File: src/rtl/spi_slave_shift.sv
// spi_slave_shift: SPI slave shift engine with synchronized serial inputs and one-entry tx buffer
module spi_slave_shift #(
    parameter int MAX_CHAR = 32,
    parameter int LEN_BITS = 5
) (
    input  logic                clk,
    input  logic                rst,
    input  logic [LEN_BITS-1:0] len,
    input  logic                lsb,
    input  logic                cpol,
    input  logic                cpha,
    input  logic [MAX_CHAR-1:0] tx_data,
    input  logic                tx_valid,
    output logic                tx_ready,
    output logic [MAX_CHAR-1:0] rx_data,
    output logic                rx_valid,
    output logic                tip,
    output logic                tx_underrun,
    input  logic                ss_n,
    input  logic                sclk,
    input  logic                mosi,
    output logic                miso,
    output logic                miso_oe
);
    localparam int CW = LEN_BITS + 1;

    logic [2:0]          ss_q, sc_q;
    logic [1:0]          mo_q, vld;
    logic                armed, full, mb;
    logic [MAX_CHAR-1:0] tx_buf, sr, rx_sr, load;
    logic [CW-1:0]       cnt, k, n;
    logic                rise, fall, lead, trail, samp, shft, done, ss_fall, ss_rise, start, fill;

    function automatic logic [CW-1:0] pos(input logic [CW-1:0] i);
        return lsb ? i : n - 1'b1 - i;
    endfunction

    function automatic logic pick(input logic [MAX_CHAR-1:0] d, input logic [CW-1:0] i);
        return 1'(d >> pos(i));
    endfunction

    assign n        = (len == '0) ? CW'(MAX_CHAR) : CW'(len) + 1'b1;
    assign rise     = sc_q[1] & ~sc_q[2];
    assign fall     = ~sc_q[1] & sc_q[2];
    assign lead     = cpol ? fall : rise;
    assign trail    = cpol ? rise : fall;
    assign samp     = tip && cnt != '0 && (cpha ? trail : lead);
    // a shift edge never runs ahead of the bits already sampled, so the
    // trailing edge that follows a character's last sample is ignored
    assign shft     = tip && (cpha ? lead : trail) && k <= n - cnt;
    assign done     = tip && cnt == '0;
    // armed only once ss_n has been seen high from the pin since reset
    assign ss_fall  = ~ss_q[1] & ss_q[2] & armed;
    assign ss_rise  = ss_q[1] & ~ss_q[2];
    assign start    = ss_fall | (done & ~ss_q[1]);
    assign fill     = tx_valid & ~full;
    assign load     = full ? tx_buf : '0;
    assign tx_ready = ~full;
    assign miso_oe  = ~ss_q[1];
    assign miso     = ~ss_q[1] & mb;

    // synchronizers, tx buffer, character sequencing and shifting
    always_ff @(posedge clk) begin
        if (rst) begin
            ss_q        <= 3'b111;
            sc_q        <= '0;
            mo_q        <= '0;
            vld         <= '0;
            armed       <= 1'b0;
            full        <= 1'b0;
            tx_buf      <= '0;
            tip         <= 1'b0;
            cnt         <= '0;
            k           <= '0;
            mb          <= 1'b0;
            sr          <= '0;
            rx_sr       <= '0;
            rx_data     <= '0;
            rx_valid    <= 1'b0;
            tx_underrun <= 1'b0;
        end else begin
            ss_q        <= {ss_q[1:0], ss_n};
            sc_q        <= {sc_q[1:0], sclk};
            mo_q        <= {mo_q[0], mosi};
            vld         <= {vld[0], 1'b1};
            armed       <= armed | (vld[1] & ss_q[1]);
            rx_valid    <= done;
            tx_underrun <= start & ~full;
            full        <= fill | (full & ~start);
            if (fill) tx_buf <= tx_data;
            if (done) rx_data <= rx_sr;
            if (start) begin
                tip   <= 1'b1;
                cnt   <= n;
                sr    <= load;
                rx_sr <= '0;
                mb    <= pick(load, '0);
                k     <= cpha ? '0 : CW'(1);
            end else if (done | (ss_rise & tip)) begin
                tip <= 1'b0;
                cnt <= '0;
                mb  <= 1'b0;
            end else begin
                if (samp) begin
                    cnt   <= cnt - 1'b1;
                    rx_sr <= rx_sr | (MAX_CHAR'(mo_q[1]) << pos(n - cnt));
                end
                if (shft) begin
                    mb <= pick(sr, k);
                    k  <= k + 1'b1;
                end
            end
        end
    end
endmodule

File: config.mk
export PLATFORM = sky130hd
export DESIGN_NAME = spi_slave_shift
export DESIGN_NICKNAME = d
export VERILOG_FILES = /design/src/rtl/spi_slave_shift.sv
export SDC_FILE = /design/constraint.sdc
export NUM_CORES = 1
export LEC_CHECK = 0
export ABC_AREA = 1
export BUFFER_PORTS_ARGS = -buffer_cell sky130_fd_sc_hd__buf_2
export CORE_MARGIN = 2
export CORE_UTILIZATION = 30
export DETAILED_ROUTE_END_ITERATION = 10
export GPL_TIMING_DRIVEN = 0
export SETUP_SLACK_MARGIN = 0.5
export SLEW_MARGIN = 20
export SYNTH_ARGS = -nofsm -noshare
export SYNTH_HDL_FRONTEND = slang
export SYNTH_SLANG_ARGS = --single-unit
File: constraint.sdc
create_clock -name clk -period 4.9 [get_ports clk]
set_input_delay 0.98 -clock clk [delete_from_list [all_inputs] [get_ports clk]]
set_output_delay 0.98 -clock clk [all_outputs]
set_load 0.005 [all_outputs]
After elaboration in Yosys (flattened, before gate mapping)
Cells that the tools add are included.

operators by class
  shifts and indexed selects = 3
  reduce and logical (&&, ||, !) cells = 15
  eq/ne operators = 1
  add/subtract/negate cells = 7
  order comparisons = 1
  mux-type cells = 22
  bitwise logic cells = 24

operator list
  cell                                                                 count
  32-bit by 6-bit >> shifter with 1-bit output                         2
  6-bit 2-to-1 mux                                                     10
  32-bit 2-to-1 mux                                                    1
  32-bit bitwise OR                                                    1
  1-bit by 6-bit << shifter with 32-bit output                         1
  6-bit subtractor                                                     3
  1-bit bitwise AND                                                    12
  6-bit by 1-bit subtractor with 6-bit output (second input constant)  2
  1-bit 2-to-1 mux                                                     11
  1-bit inverter                                                       7
  5-bit by 1-bit adder with 6-bit output (second input constant)       1
  6-bit by 1-bit adder with 6-bit output (second input constant)       1
  6-bit <= comparator                                                  1
  6-bit logical NOT                                                    1
  3-bit nonzero test                                                   2
  6-bit nonzero test                                                   1
  1-bit logical AND                                                    5
  5-bit logical NOT                                                    1
  1-bit bitwise OR                                                     4
  2-bit AND reduction                                                  2
  2-bit nonzero test                                                   2
  2-bit inequality test (second input constant)                        1
  2-bit OR reduction                                                   1

storage, ports and cells
  output and inout port bits = 38
  flip-flop bits (word level) = 156
  word-level logic and storage cells = 90

Longest topological paths before layout
  depth after elaboration = 9
  gate-level depth with buffers = 29
  depth with buffers taken out = 28

Least setup slack after synthesis
OpenSTA, ideal clock, no wires.

  kind = input -> register
  start = in len[0]
  end = reg rx_sr[27]
  arrival = 4.153 ns
  setup slack = 0.603 ns
  stages on the path = 24
  path buffers = 2
  path through = inv_1 -> ha_1 -> inv_1 -> nor2_2 -> nand2_4 -> nand2_8 -> buf_2 -> ha_1 -> inv_1 -> fa_1 -> inv_1 -> ha_1 -> nand2_1 -> nand2_1 -> nand3_1 -> nand2_1 -> or2_0 -> nand3_1 -> nand2_1 -> nand2_1 -> clkbuf_1 -> nor2_1 -> nand3_2 -> a21oi_2

between the ends
  cells in the longest elaborated chain, start to end = 7
  elaborated cells between the ends (all ways) = 9
  those cells by class = add/sub: 4; shift: 1; mux: 2; bitwise: 1; reduce/logical: 1

ends and longest elaborated chain
  item                                                                                    line     RTL
  start, declared                                                                         8        input logic [LEN_BITS-1:0] len,
  5-bit by 1-bit adder with 6-bit output / 5-bit logical NOT (equally long branches)      42       assign n = (len == '0) ? CW'(MAX_CHAR) : CW'(len) + 1'b1;
  6-bit 2-to-1 mux (*)                                                                    42
  6-bit by 1-bit subtractor with 6-bit output / 6-bit subtractor (equally long branches)  35, 106
  6-bit subtractor                                                                        35       return lsb ? i : n - 1'b1 - i;
  6-bit 2-to-1 mux (*)                                                                    35
  1-bit by 6-bit << shifter with 32-bit output (*)                                        106      rx_sr <= rx_sr | (MAX_CHAR'(mo_q[1]) << pos(n - cnt));
  32-bit bitwise OR (*)                                                                   106
  end signal, assigned                                                                    106
  end, declared                                                                           30       logic [MAX_CHAR-1:0] tx_buf, sr, rx_sr, load;

Every way passes the cells marked *; elsewhere a longest branch is shown, timed or not.
A chain may end at the register's enable or synchronous reset.

Worst setup path in the final report
  start = in len[0]
  end = reg rx_sr[28]

Same word-level chain as after synthesis.

==> insert_results.sql <==
INSERT INTO impl_metrics (metric_group, metric, value, unit) VALUES
('status', 'status', 'completed', ''),
('timing', 'setup-violations-final', '0', ''),
('timing', 'worst-slew-pin-transition', '813.1', 'ps'),
('synth', 'synth_area', '0.008232', 'mm^2'),
('critical_path', 'critPathArrivalTime', '4440', 'ps'),
('critical_path', 'worst-endpoint-required', '5180', 'ps'),
('clocking', 'cts_max_path_buffers', '2', ''),
('finish', 'fin_util', '36.05', '%'),
('floorplan', 'dieWidth', '169.6', 'um'),
('pwr', 'p_int', '2.284', 'mW'),
('synth', 'synth_area_leader_cell', 'sky130_fd_sc_hd__dfxtp_1', ''),
('clocking', 'cts.root.buffer_cell', 'sky130_fd_sc_hd__clkbuf_16', ''),
('synth', 'most_common_cell_in_the_synthesized_netlist', 'sky130_fd_sc_hd__nand2_1', ''),
('grt', 'grt_pass1_vias', '7358', ''),
('clocking', 'cts-buffers-inserted', '17', ''),
('timing', 'finClkSkew', '18.38', 'ps'),
('synth', 'ys_dominant_reg_cell', 'sky130_fd_sc_hd__dfxtp_1', ''),
('pwr', 'power.sequential.fraction', '39.9', '%'),
('detailed_routing', 'drt_pass1_iterations', '5', ''),
('detailed_routing', 'routed_via_density', '4.794', ''),
('synth', 'yosys_register_bits', '156', ''),
('pwr', 'power_after_layout', '3.364', 'mW'),
('finish', 'final_net_count', '1303', ''),
('clocking', 'clkTransAtPathRegs', '70', 'ps'),
('pwr', 'powerDensity', '346.2', 'mW/mm^2'),
('timing', 'hold_slack', '403.0', 'ps'),
('floorplan', 'design.portCount', '84', ''),
('placed_design', 'total_of_buffers_placed_on_input_and_output_ports', '83', ''),
('synth', 'synth_async_sr_flop_share', '0', '%'),
('timing', 'fmax', '0.2405', 'GHz'),
('timing', 'final.min_clock_period', '4159', 'ps'),
('placed_design', 'place_area', '0.009074', 'mm^2'),
('critical_path', 'timing.critical_path.slowest_stage_cell', 'sky130_fd_sc_hd__fa_1', ''),
('detailed_routing', 'drc', '0', ''),
('min_path', 'hold_class', 'reg -> reg', ''),
('placed_design', 'count_of_placed_standard_cells_including_taps', '1550', ''),
('critical_path', 'reg2reg_setup_slack', '1830', 'ps'),
('pwr', 'net-switching-power', '1.080', 'mW'),
('critical_path', 'cp_peak_stage_delay', '510', 'ps'),
('timing', 'hold_viol', '0', ''),
('finish', 'area.growth.synth_to_final', '18.03', '%'),
('critical_path', 'setup.worst_path.start_class', 'input port', ''),
('pwr', 'clock_power_share', '39.9', '%'),
('floorplan', 'die_height', '169.6', 'um'),
('timing', 'worst_slew_margin_rel', '45.79', '%'),
('pwr', 'power.static_leakage', '4.017', 'nW'),
('detailed_routing', 'drc_marker_count_from_the_first_detailed_route_iteration', '459', ''),
('clocking', 'cts-htree-levels', '4', ''),
('synth', 'synth.top_cell.area_share', '37.94', '%'),
('pwr', 'worst_ir_drop_vdd', '0.0002063', 'V'),
('finish', 'share_of_layout_cells_above_drive_strength_1', '19.79', '%'),
('synth', 'ys_warn_count', '0', ''),
('synth', 'synth.yosys.seq_area_share', '37.94', '%'),
('grt', 'grt_pass1_wl', '37950', 'um'),
('floorplan', 'row_count', '60', ''),
('synth', 'main_area_contributors_after_synthesis', 'sky130_fd_sc_hd__dfxtp_1 (38%), sky130_fd_sc_hd__nand2_1 (9.3%), sky130_fd_sc_hd__nand3_1 (6.9%)', ''),
('synth', 'synth_edf_count', '0', ''),
('synth', 'synthesized_area_per_cell', '7.311', 'um^2'),
('placed_design', 'detailedPlacementHpwl', '17740', 'um'),
('synth', 'synthesis.instances', '1126', ''),
('detailed_routing', 'drt_wl_total', '23370', 'um'),
('placed_design', 'place_congestion', '0.9187', ''),
('floorplan', 'initial_core_util', '30.54', '%'),
('synth', 'synthTopCellsByCount', 'sky130_fd_sc_hd__nand2_1 (203), sky130_fd_sc_hd__dfxtp_1 (156), sky130_fd_sc_hd__nor2_1 (131)', ''),
('timing', 'layout_worst_path_cycle_share', '84.87', '%'),
('timing', 'timing_max_transition_violations_final', '0', ''),
('floorplan', 'design.die.area', '0.02878', 'mm^2'),
('critical_path', 'cp_max_fo', '11', ''),
('synth', 'syn_nets', '1199', ''),
('floorplan', 'core_region_area', '0.02695', 'mm^2'),
('clocking', 'cts_tree', 'built', '');
critical path, delay by kind of cell:
family / cells / cell delay, ps
adder cells (fa/ha/maj): 4 / 1110
buffers and inverters: 8 / 840
AO/OA/AOI/OAI: 2 / 370
AND/OR/NAND/NOR: 11 / 1130
path summary, 6_finish.rpt:
path	from	endpoint	cells after the start
worst max register to register	cnt[2]	rx_sr[14]	17
worst min-delay path	vld[0]	vld[1]	2
worst min register to register	vld[0]	vld[1]	2
worst max-delay path	len[0]	rx_sr[28]	25
cell usage in the layout, fill, tap and decap left out, types with 3 or more instances in the layout:
cell type | Yosys | final
sky130_fd_sc_hd__buf_12 | 3 | 3
sky130_fd_sc_hd__nand2_4 | 4 | 4
sky130_fd_sc_hd__inv_6 | 0 | 5
sky130_fd_sc_hd__buf_1 | 7 | 7
sky130_fd_sc_hd__nand4_1 | 5 | 5
sky130_fd_sc_hd__dfxtp_1 | 156 | 156
sky130_fd_sc_hd__nand3_2 | 35 | 35
sky130_fd_sc_hd__buf_2 | 11 | 92
sky130_fd_sc_hd__nand2_1 | 203 | 202
sky130_fd_sc_hd__xnor2_2 | 0 | 3
sky130_fd_sc_hd__o21ai_2 | 3 | 3
sky130_fd_sc_hd__xor2_1 | 7 | 7
sky130_fd_sc_hd__nor2_1 | 131 | 131
sky130_fd_sc_hd__a21oi_1 | 85 | 85
sky130_fd_sc_hd__nand3_1 | 113 | 113
sky130_fd_sc_hd__a21oi_2 | 30 | 30
sky130_fd_sc_hd__clkbuf_1 | 32 | 31
sky130_fd_sc_hd__ha_1 | 25 | 25
sky130_fd_sc_hd__inv_1 | 103 | 102
sky130_fd_sc_hd__o21ai_0 | 96 | 96
sky130_fd_sc_hd__nor2_2 | 7 | 7
sky130_fd_sc_hd__a211oi_1 | 10 | 10
sky130_fd_sc_hd__clkinvlp_4 | 0 | 3
sky130_fd_sc_hd__clkbuf_16 | 0 | 17
sky130_fd_sc_hd__nand2_2 | 4 | 5
sky130_fd_sc_hd__o22ai_1 | 3 | 3
sky130_fd_sc_hd__o21ai_1 | 3 | 3
sky130_fd_sc_hd__buf_4 | 3 | 6
sky130_fd_sc_hd__inv_2 | 8 | 9
layer usage:
layer / vias up / track usage (%) / wire length, um / part of all wire (%)
li1: 3933 / - / - / -
met1: 3444 / 22.33 / 11440 / 49
met2: 195 / 27.08 / 10750 / 46
met3: 21 / 2.635 / 894 / 3.8
met4: 0 / 4.868 / 286 / 1.2
met5: - / 0 / 0 / 0
cell families after synthesis:
| family | count (synthesis) | synth area share [%] |
|---|---|---|
| fa+ha+maj | 27 | 4.286 |
| xor+xnor | 13 | 1.611 |
| flops | 156 | 37.94 |
| simple gates | 521 | 30.75 |
| compound gates | 239 | 16.67 |
| buf+inv | 170 | 8.740 |
power groups by stage:
| stage | Combinational (mW) | Sequential (mW) | Clock (mW) |
|---|---|---|---|
| floorplan | 0.497 | 1.36 | 0 |
| CTS | 0.669 | 1.34 | 1.36 |
| detailed placement | 0.664 | 1.37 | 0 |
| global placement | 0.658 | 1.37 | 0 |
| finish | 0.680 | 1.34 | 1.34 |
| global route | 0.766 | 1.35 | 1.42 |
through the flow:
step / setup TNS, ps / setup WS [ps]
after global placement: -3604 / -208.1
final: 0 / 741.2
after detailed placement: -3866 / -232.2
after floorplan: 0 / 603.4
after CTS: 0 / 579.6
after global routing: 0 / 486.2
flip-flops by register name, summed over array words and instances, names as in the netlist:
| name | flops |
|---|---|
| vld | 2 |
| k | 6 |
| tx_underrun | 1 |
| tip | 1 |
| mb | 1 |
| cnt | 6 |
| sc_q | 3 |
| rx_valid | 1 |
| armed | 1 |
| rx_data | 32 |
| mo_q | 2 |
| rx_sr | 32 |
| tx_buf | 32 |
| sr | 32 |
| full | 1 |
| ss_q | 3 |
layout make-up:
cell class              count  area, um^2
plain buffers              57       305.3
multi-input cells         800        4414
well taps                 341       426.7
flip-flops and latches    156        3123
clock buffers              18       439.2
clock inverters            14       152.6
repair buffers             85       430.4
inverters                 113       424.2
fillers                  2812       17240
what timing repair did:
item | CTS | global route
pin swaps | 1 | 2
hold buffers | 0 | 0
gates resized for setup | 4 | 6
buffers inserted | 0 | 2
endpoints found under the hold margin | 0 | 0
endpoints found under the setup margin | 32 | 32
No activity file was read; power rests on OpenSTA's default activity.
